==> src/rtl/aurora_link_pkg.sv <==
// Shared encodings for the Aurora link supervisor.
// Latency: n/a (constants only).
// Backpressure: n/a.
package aurora_link_pkg;

   localparam int ST_W  = 3;
   localparam int TMR_W = 20;

   localparam logic [ST_W-1:0] ST_IDLE     = 3'd0;
   localparam logic [ST_W-1:0] ST_WAIT_PLL = 3'd1;
   localparam logic [ST_W-1:0] ST_RESET    = 3'd2;
   localparam logic [ST_W-1:0] ST_WAIT_UP  = 3'd3;
   localparam logic [ST_W-1:0] ST_STABLE   = 3'd4;
   localparam logic [ST_W-1:0] ST_LINK_UP  = 3'd5;
   localparam logic [ST_W-1:0] ST_FAULT    = 3'd6;

endpackage

==> src/rtl/aurora_sync_bit.sv <==
// Two-flop synchroniser for one asynchronous status bit.
// Latency: 2 clk cycles.
// Backpressure: none; samples every cycle.
module aurora_sync_bit #(
   parameter logic RST_VAL = 1'b0
) (
   input  logic clk_i,
   input  logic rst_i,
   input  logic d_i,
   output logic q_o
);

   logic meta_q;
   logic sync_q;

   // Two-stage capture; the first stage may go metastable, the second settles it.
   always_ff @(posedge clk_i or posedge rst_i) begin
      if (rst_i) begin
         meta_q <= RST_VAL;
         sync_q <= RST_VAL;
      end else begin
         meta_q <= d_i;
         sync_q <= meta_q;
      end
   end

   assign q_o = sync_q;

endmodule

==> src/rtl/aurora_link_supervisor.sv <==
// Bring-up / recovery sequencer for one 2-lane Aurora 64B/66B channel.
// Latency: 2-cycle input sync + 1 cycle decision; all outputs registered.
// Backpressure: none; status inputs are sampled every init_clk cycle.
module aurora_link_supervisor
   import aurora_link_pkg::*;
#(
   parameter int RST_HOLD_CYC    = 128,
   parameter int UP_TIMEOUT_CYC  = 1000000,
   parameter int STABLE_CYC      = 10000,
   parameter int SOFT_ERR_WIN    = 65536,
   parameter int SOFT_ERR_THRESH = 16,
   parameter int MAX_RETRY       = 8
) (
   input  logic        init_clk,
   input  logic        system_rst,
   input  logic        link_en,
   input  logic        gt_qplllock,
   input  logic        channel_up,
   input  logic        hard_err,
   input  logic        soft_err,
   output logic        aurora_rst,
   output logic        link_ok,
   output logic        link_fault,
   output logic [2:0]  sup_state,
   output logic [3:0]  retry_cnt,
   output logic [15:0] relink_cnt
);

   localparam int WIN_W = (SOFT_ERR_WIN > 1) ? $clog2(SOFT_ERR_WIN) : 1;
   localparam int CNT_W = $clog2(SOFT_ERR_THRESH + 1);

   localparam logic [TMR_W-1:0] LD_RST    = TMR_W'(RST_HOLD_CYC - 1);
   localparam logic [TMR_W-1:0] LD_UP     = TMR_W'(UP_TIMEOUT_CYC - 1);
   localparam logic [TMR_W-1:0] LD_STABLE = TMR_W'(STABLE_CYC - 1);
   localparam logic [WIN_W-1:0] WIN_LAST  = WIN_W'(SOFT_ERR_WIN - 1);
   localparam logic [CNT_W-1:0] THRESH    = CNT_W'(SOFT_ERR_THRESH);
   localparam logic [3:0]       MAX_R     = 4'(MAX_RETRY);

   // Timer loads must fit the 20-bit down-counter; retry budget must fit retry_cnt.
   if (RST_HOLD_CYC > (1 << TMR_W) || UP_TIMEOUT_CYC > (1 << TMR_W) ||
       STABLE_CYC > (1 << TMR_W) || RST_HOLD_CYC < 2 || MAX_RETRY > 15) begin : g_param_err
      $error("aurora_link_supervisor: parameter out of range");
   end

   logic lock_s, up_s, herr_s, serr_s;

   aurora_sync_bit #(.RST_VAL(1'b0)) u_sync_lock (.clk_i(init_clk), .rst_i(system_rst), .d_i(gt_qplllock), .q_o(lock_s));
   aurora_sync_bit #(.RST_VAL(1'b0)) u_sync_up   (.clk_i(init_clk), .rst_i(system_rst), .d_i(channel_up),  .q_o(up_s));
   aurora_sync_bit #(.RST_VAL(1'b0)) u_sync_herr (.clk_i(init_clk), .rst_i(system_rst), .d_i(hard_err),    .q_o(herr_s));
   aurora_sync_bit #(.RST_VAL(1'b0)) u_sync_serr (.clk_i(init_clk), .rst_i(system_rst), .d_i(soft_err),    .q_o(serr_s));

   logic [ST_W-1:0]  state_q, state_d;
   logic [TMR_W-1:0] timer_q, timer_d;
   logic [3:0]       retry_q, retry_d;
   logic [15:0]      relink_q, relink_d;
   logic [WIN_W-1:0] win_q, win_d;
   logic [CNT_W-1:0] serr_q, serr_d;
   logic             aurora_rst_q, link_ok_q, link_fault_q;

   logic [3:0]       retry_inc;
   logic [15:0]      relink_inc;
   logic [CNT_W-1:0] serr_nxt;
   logic             fail;

   assign retry_inc  = (retry_q == 4'hF) ? retry_q : retry_q + 4'd1;
   assign relink_inc = (relink_q == 16'hFFFF) ? relink_q : relink_q + 16'd1;
   assign serr_nxt   = serr_q + CNT_W'(serr_s);

   // Next-state, timer and counter logic; priority follows the if/else order.
   always_comb begin
      state_d  = state_q;
      timer_d  = timer_q;
      retry_d  = retry_q;
      relink_d = relink_q;
      win_d    = win_q;
      serr_d   = serr_q;
      fail     = 1'b0;

      if (!link_en) begin
         state_d = ST_IDLE;
         retry_d = 4'd0;
      end else if (!lock_s && (state_q == ST_RESET || state_q == ST_WAIT_UP ||
                               state_q == ST_STABLE || state_q == ST_LINK_UP)) begin
         state_d = ST_WAIT_PLL;
      end else begin
         case (state_q)
            ST_IDLE: state_d = ST_WAIT_PLL;
            ST_WAIT_PLL: begin
               if (lock_s) begin
                  state_d = ST_RESET;
                  timer_d = LD_RST;
               end
            end
            ST_RESET: begin
               if (timer_q == '0) begin
                  state_d = ST_WAIT_UP;
                  timer_d = LD_UP;
               end else begin
                  timer_d = timer_q - 1'b1;
               end
            end
            ST_WAIT_UP: begin
               if (up_s) begin
                  state_d = ST_STABLE;
                  timer_d = LD_STABLE;
               end else if (timer_q == '0) begin
                  fail = 1'b1;
               end else begin
                  timer_d = timer_q - 1'b1;
               end
            end
            ST_STABLE: begin
               if (herr_s || !up_s) begin
                  fail = 1'b1;
               end else if (timer_q == '0) begin
                  state_d = ST_LINK_UP;
                  retry_d = 4'd0;
                  win_d   = '0;
                  serr_d  = '0;
               end else begin
                  timer_d = timer_q - 1'b1;
               end
            end
            ST_LINK_UP: begin
               // Threshold is checked before the window wrap so a hit on the
               // last cycle of a window still counts.
               if (herr_s || !up_s || serr_nxt >= THRESH) begin
                  fail     = 1'b1;
                  relink_d = relink_inc;
               end else if (win_q == WIN_LAST) begin
                  win_d  = '0;
                  serr_d = '0;
               end else begin
                  win_d  = win_q + 1'b1;
                  serr_d = serr_nxt;
               end
            end
            ST_FAULT: state_d = ST_FAULT;
            default:  state_d = ST_IDLE;
         endcase

         if (fail) begin
            retry_d = retry_inc;
            if (MAX_RETRY != 0 && retry_inc >= MAX_R) begin
               state_d = ST_FAULT;
            end else begin
               state_d = ST_RESET;
               timer_d = LD_RST;
            end
         end
      end
   end

   // State and counter registers; outputs are decoded from the next state so they align with sup_state.
   always_ff @(posedge init_clk or posedge system_rst) begin
      if (system_rst) begin
         state_q      <= ST_IDLE;
         timer_q      <= '0;
         retry_q      <= 4'd0;
         relink_q     <= 16'd0;
         win_q        <= '0;
         serr_q       <= '0;
         aurora_rst_q <= 1'b1;
         link_ok_q    <= 1'b0;
         link_fault_q <= 1'b0;
      end else begin
         state_q      <= state_d;
         timer_q      <= timer_d;
         retry_q      <= retry_d;
         relink_q     <= relink_d;
         win_q        <= win_d;
         serr_q       <= serr_d;
         aurora_rst_q <= !(state_d == ST_WAIT_UP || state_d == ST_STABLE || state_d == ST_LINK_UP);
         link_ok_q    <= (state_d == ST_LINK_UP);
         link_fault_q <= (state_d == ST_FAULT);
      end
   end

   assign aurora_rst = aurora_rst_q;
   assign link_ok    = link_ok_q;
   assign link_fault = link_fault_q;
   assign sup_state  = state_q;
   assign retry_cnt  = retry_q;
   assign relink_cnt = relink_q;

endmodule

==> config.mk <==
export PLATFORM = sky130hd
export DESIGN_NAME = aurora_link_supervisor
export DESIGN_NICKNAME = d
export VERILOG_FILES = /design/src/rtl/aurora_link_pkg.sv /design/src/rtl/aurora_sync_bit.sv /design/src/rtl/aurora_link_supervisor.sv
export SDC_FILE = /design/constraint.sdc
export NUM_CORES = 1
export LEC_CHECK = 0
export CAP_MARGIN = 5
export CELL_PAD_IN_SITES_DETAIL_PLACEMENT = 0
export CELL_PAD_IN_SITES_GLOBAL_PLACEMENT = 2
export CORE_MARGIN = 3
export CORE_UTILIZATION = 33
export DETAILED_ROUTE_END_ITERATION = 12
export GPL_ROUTABILITY_DRIVEN = 0
export GPL_TIMING_DRIVEN = 1
export PLACE_DENSITY = 0.73
export SLEW_MARGIN = 10
export SYNTH_ARGS = -nofsm -noshare
export SYNTH_HDL_FRONTEND = slang
export SYNTH_SLANG_ARGS = --single-unit
==> constraint.sdc <==
create_clock -name init_clk -period 2.35 [get_ports init_clk]
set_clock_uncertainty 0.05 [all_clocks]
set_input_delay 0.235 -clock init_clk [delete_from_list [all_inputs] [get_ports init_clk]]
set_output_delay 0.235 -clock init_clk [all_outputs]
set_load 0.05 [all_outputs]
==> results of run 1 <==
stage by stage:
step | power [mW] | utilization | worst slack, ns | setup TNS (ns) | cells
after floorplan | 2.90 | - | -0.0109 | -0.0327 | 527
after global placement | 3.81 | 0.417 | -0.148 | -0.747 | 784
after detailed placement | 3.81 | 0.417 | -0.231 | -1.55 | 784
after CTS | 5.54 | 0.449 | 0.00000533 | 0 | 800
after global routing | 5.92 | 0.475 | -0.0683 | -0.627 | 808
final | 5.61 | 0.475 | 0.0242 | 0 | 808
critical path, cell delays in order (launching register included):
cell and delay [ns]:
dfrtp_1 0.41, ha_4 0.18, ha_4 0.16, a31o_4 0.24, buf_6 0.11, a31oi_4 0.23
buf_6 0.14, o2111ai_4 0.21, buf_12 0.23, o21a_1 0.16, o21ai_1 0.12
kinds of logic after synthesis:
| logic type | count (synthesis) |
|---|---|
| simple gates | 226 |
| compound gates | 157 |
| flops | 75 |
| buf+inv | 42 |
| xor+xnor | 18 |
| fa+ha+maj | 7 |
| mux | 2 |
cell usage after synthesis (3+ instances only):
cell type,n
o31ai_1,9
o21ai_1,25
a21oi_1,32
o21ai_0,29
and2_1,3
nand3_1,27
o41ai_1,4
a31oi_1,8
nor2b_1,8
a211oi_1,5
o211ai_1,9
nor4_1,4
xnor2_1,10
nand2b_1,6
or3_1,9
nor3_1,17
o221ai_1,3
and3_1,13
a311oi_1,3
or4_1,4
and4_1,3
ha_1,7
inv_1,18
nand4_1,10
o21a_1,6
buf_2,9
xor2_1,8
nor2_1,51
dfrtp_1,74
nand2_1,51
clkbuf_1,11
how the worst min path moves through the flow:
stage                                  start                  to  slack (ns)  depth (start not counted)
after floorplan                     hard_err  u_sync_herr.meta_q        0.22                          0
final                             system_rst            win_q[0]        0.18                          2
after global placement    u_sync_lock.meta_q     u_sync_lock.q_o        0.28                          0
after detailed placement  u_sync_lock.meta_q     u_sync_lock.q_o        0.29                          0
after global routing              system_rst  u_sync_serr.meta_q        0.23                          2
after CTS                         system_rst  u_sync_serr.meta_q        0.20                          2
cell type report:
| type | count | area [um2] |
|---|---|---|
| tap | 176 | 220 |
| sequential | 75 | 1880 |
| clock buffer | 11 | 253 |
| timing repair buffer | 112 | 1020 |
| fill | 1310 | 7010 |
| clock inverter | 5 | 108 |
| multi-input combinational | 410 | 2780 |
| inverter | 19 | 72.6 |
routing by layer:
metal  track usage  part of all wire  wire length [um]
met5             0                 0                 0
met4        0.0775             0.023               339
met3        0.0311             0.034               495
met2         0.309              0.48              7010
met1         0.261              0.46              6630
sequential cells by signal (all words and copies together) (netlist names):
register,cells
link_ok,1
relink_cnt,16
u_sync_serr.q_o,1
win_q,16
u_sync_herr.meta_q,1
u_sync_serr.meta_q,1
u_sync_up.meta_q,1
sup_state,3
timer_q,20
aurora_rst,1
serr_q,5
u_sync_lock.meta_q,1
retry_cnt,4
u_sync_up.q_o,1
u_sync_herr.q_o,1
link_fault,1
u_sync_lock.q_o,1
power breakdown:
part | switching (mW) | internal [mW]
clock network | 0.578 | 1.10
logic | 1.34 | 0.928
registers | 0.211 | 1.45
what timing repair did:
item	in CTS	in global routing
endpoints found under the setup margin	24	53
buffers inserted	0	5
hold endpoints to repair	0	0
gates resized for setup	13	61
cloned	0	3
pin swaps	1	25
==> results.json, run 1 <==
{
  "fin_crit_sh": 0.990,
  "end_kind": "flip-flop",
  "rrSetupSlack_ns": 0.02,
  "reg2regPathDepth": 10,
  "htree_levels": 3,
  "core_um2": 13300,
  "crit_start": "serr_q[0]",
  "fp.dieH_um": 123,
  "syn_inst": 527,
  "max_freq_ghz": 0.430,
  "synth-edff-count": 0,
  "synthSimpleGateAreaFrac": 0.265,
  "grt_pass1_vias": 4390,
  "wl_per_cell_um": 17.9,
  "track_usage": 0.193,
  "r2r_start": "serr_q[0]",
  "relSlewSlack": 0.526,
  "synth-adder-area-share": 0.0193,
  "synth_area_leaders": "dfrtp_1, nand2_1, nor2_1",
  "first_iter_violations": 275,
  "synthMuxAreaShare": 0.00469,
  "ios": 33,
  "clk_latency_ns": 0.34,
  "drive_above_1_share": 0.277,
  "hold_buffers": 0,
  "cp-start-kind": "flip-flop",
  "synth_nets": 541,
  "mostFrequentLayoutCells": "buf_4, dfrtp_1, nand2_1, nor2_1, clkdlybuf4s50_1",
  "clock_sinks": 75,
  "nNetsFinal": 641,
  "viasPerCell": 5.52,
  "p_leak_nw": 2.62,
  "synth_top_family_by_area": "simple AND/OR/NAND/NOR gates",
  "setup_viol": 0,
  "areaGrowthSynthToFinish_pct": 39.9,
  "cts_root_buf": "clkbuf_16",
  "ys_ff_latch": 75,
  "drc": 0,
  "port_buffers": 32,
  "antenna_found_initial": 0,
  "slew_violations": 0,
  "async_reset_ff_frac": 1.00,
  "synth_top_area_cell": "dfrtp_1",
  "syn_area_um2": 4530,
  "design_area_um2": 6340,
  "worst_hold_slack_ns": 0.179,
  "drv_cap": 0,
  "diodes": 0,
  "synth_top_area_frac": 0.409,
  "syn_area_per_cell_um2": 8.60,
  "power_per_cell_area_nw_per_um2": 884,
  "fp.dieW_um": 123,
  "dpl_cell_area_um2": 5570,
  "final_common_cell": "buf_4",
  "period_needed_ns": 2.33,
  "ys_types": 72,
  "outcome": "finished clean",
  "row_count": 42,
  "endpoint": "win_q[8]",
  "critPathKind": "reg2reg",
  "synth_xor_area_frac": 0.0348,
  "reg2reg_to": "win_q[8]",
  "synth_compound_area_frac": 0.223,
  "synth.yosys.seq_area_share": 0.414,
  "cts_tree": "yes",
  "cts_buffers": 9,
  "grt_pass1_wl_um": 22800,
  "die_area_um2": 15200,
  "worstPathMaxFanout": 7,
  "vias": 4464,
  "finalHoldViolations": 0,
  "first_pass_iters": 6,
  "cts.clk_slew.worst_paths_ns": 0.06,
  "dp_hpwl_um": 10400,
  "grt_max_degree": 36,
  "routed_wl_um": 14500,
  "ir_worst_vdd_uv": 428,
  "yosys_most_used_dff": "dfrtp_1",
  "worst_pin_slew_ns": 0.706,
  "initial_core_util": 0.340,
  "ant_nets": 0,
  "hold_path_class": "in2async",
  "cp_data_arrival_time_ns": 2.54,
  "yosysWarnings": 0,
  "globalRouteOverflowTotal": 0,
  "cts.path.max_buffers": 2,
  "cp.required_ns": 2.57,
  "rsz0062_at_grt": "yes"
}
No activity file was read; power rests on OpenSTA's default activity.
==> inputs of run 2 (changes only) <==
- CORE_UTILIZATION: 33 -> 39
- PLACE_DENSITY: 0.73 -> 0.81
- SETUP_SLACK_MARGIN: unset -> 0.3
- SLEW_MARGIN: 10 -> unset
- clock period: 2.35 -> 2.9 ns (I/O delays scaled with it)
==> run 2 against run 1 <==
Effect of this change: sequential share of layout area rose by 4.1 points; sequential power decreased by 19%; global-route usage grew 2.7 points; first-iteration DRC count grew 39%; critical path depth shrank 1; sequential cell count unchanged; count of clock-buffer cells in the layout fell by 2; register-to-register slack improved by 0.31 ns; cell count is 10% lower; die area down 15%; core utilization increased by 2.7 points; largest power group unchanged; highest routed layer unchanged.
==> results.json, run 2 (synthesis results as in run 1) <==
{
  "seqPwrFrac": 0.327,
  "core_um2": 11100,
  "dp_hpwl_um": 10100,
  "outcome": "finished clean",
  "worst_hold_slack_ns": 0.288,
  "row_count": 38,
  "fin_setup_tns_ns": 0,
  "end_kind": "flip-flop",
  "critPathKind": "reg2reg",
  "slew_violations": 0,
  "num-fill-cells": 1063,
  "port_buffers": 32,
  "swShare": 0.400,
  "first_pass_iters": 7,
  "hold_path_class": "reg2reg",
  "drv_cap": 0,
  "rsz0062_at_grt": "yes",
  "worst_pin_slew_ns": 0.642,
  "mostFrequentLayoutCells": "dfrtp_1, nand2_1, nor2_1, clkdlybuf4s50_1, a21oi_1",
  "die_area_um2": 12900,
  "largest_reg_flops": 20,
  "p_sw_mw": 1.65,
  "ant_nets": 0,
  "antenna_found_initial": 0,
  "p_leak_nw": 2.28,
  "finalHoldViolations": 0,
  "max_freq_ghz": 0.390,
  "cts_root_buf": "clkbuf_16",
  "fin_crit_sh": 0.883,
  "period_needed_ns": 2.56,
  "final_common_cell": "dfrtp_1",
  "diodes": 0,
  "clk_latency_ns": 0.34,
  "fp.dieH_um": 114,
  "p_int_mw": 2.48,
  "cp_data_arrival_time_ns": 2.72,
  "clkPwrFrac": 0.297,
  "routed_wl_um": 13600,
  "grt_pass1_vias": 4113,
  "fp.dieW_um": 114,
  "areaGrowthSynthToFinish_pct": 22.8,
  "power_per_cell_area_nw_per_um2": 743,
  "ir_worst_vdd_uv": 481,
  "cts.clk_slew.worst_paths_ns": 0.07,
  "cts.path.max_buffers": 2,
  "regMostFlops": "timer_q",
  "design_area_um2": 5560,
  "power.share.combinational": 0.376,
  "grt_max_degree": 31,
  "vias": 4255,
  "nNetsFinal": 593,
  "first_iter_violations": 383,
  "htree_levels": 3,
  "drive_above_1_share": 0.140,
  "drc": 0,
  "relSlewSlack": 0.571,
  "setup_viol": 0,
  "cts_tree": "yes",
  "viasPerCell": 5.88,
  "globalRouteOverflowTotal": 0,
  "wl_per_cell_um": 18.8,
  "ios": 33,
  "worstPathMaxFanout": 7,
  "initial_core_util": 0.409,
  "clock_sinks": 75,
  "cp-start-kind": "flip-flop",
  "grt_pass1_wl_um": 22400,
  "cp.required_ns": 3.06,
  "dpl_cell_area_um2": 5160,
  "track_usage": 0.220,
  "rrSetupSlack_ns": 0.34,
  "cts_buffers": 9
}
run 2: cell types whose count changed in the layout (fill, tap and decap cells not counted), moves of 4 or more:
cell and change:
dfrtp_2 -4, buf_4 -40, nor3_1 +6, o21ai_1 +6
o21ai_2 -14, o21ai_0 +8, nor3_2 -6, dfrtp_1 +4
run 2: repair_timing:
action / in CTS / in global routing
setup buffers: 0 / 3
pin swaps: 0 / 2
endpoints found under the setup margin: 1 / 47
hold buffers: 0 / 0
gates resized for setup: 1 / 13
run 2: layout make-up:
class                      count  area [um2]  area share
clock inverter                 7         100      0.0180
tap                          140         175      0.0315
sequential                    75        1880       0.338
inverter                      19        71.3      0.0128
clock buffer                   9         225      0.0405
timing repair buffer          64         577       0.104
multi-input combinational    410        2540       0.456
run 2: metal layers:
metal / share of wire / global-route usage / wire [um] / up-vias
met3: 0.053 / 0.0552 / 715 / 21
met5: 0 / 0 / 0 / -
li1: - / - / - / 2040
met1: 0.49 / 0.320 / 6630 / 2067
met2: 0.44 / 0.321 / 5970 / 127
met4: 0.021 / 0.0689 / 286 / 0
run 2: final timing paths:
path | from | endpoint | depth (start not counted)
min in group asynchronous | system_rst | relink_cnt[15] | 2
max reg2reg | timer_q[0] | timer_q[13] | 9
min | u_sync_lock.meta_q | u_sync_lock.q_o | 0
min reg2reg | u_sync_lock.meta_q | u_sync_lock.q_o | 0
max | timer_q[0] | timer_q[13] | 9
max in group asynchronous | system_rst | timer_q[18] | 3
run 2: power by group through the flow:
stage / clock network, mW / logic [mW] / registers (mW)
5_1_grt: 1.30 / 1.70 / 1.37
3_3_place_gp: 0 / 1.51 / 1.36
2_1_floorplan: 0 / 0.909 / 1.43
6_report: 1.23 / 1.55 / 1.35
4_1_cts: 1.25 / 1.50 / 1.35
3_5_place_dp: 0 / 1.49 / 1.37
run 2: worst max-delay path: stages, from the launching register on:
cell      delay, ns
dfrtp_1        0.44
inv_1          0.08
ha_2           0.22
nor4b_4        0.36
buf_4          0.19
and3_1         0.20
nand3_1        0.20
a211oi_4       0.35
buf_4          0.23
o41ai_1        0.10
run 2: metrics by stage:
stage / power [mW] / std cells / setup slack (ns) / utilization
after floorplan: 2.34 / 527 / 0.391 / -
after global placement: 2.87 / 705 / 0.313 / 0.466
after detailed placement: 2.86 / 705 / 0.293 / 0.466
after CTS: 4.10 / 721 / 0.311 / 0.495
after global routing: 4.38 / 724 / 0.232 / 0.502
final: 4.13 / 724 / 0.338 / 0.502
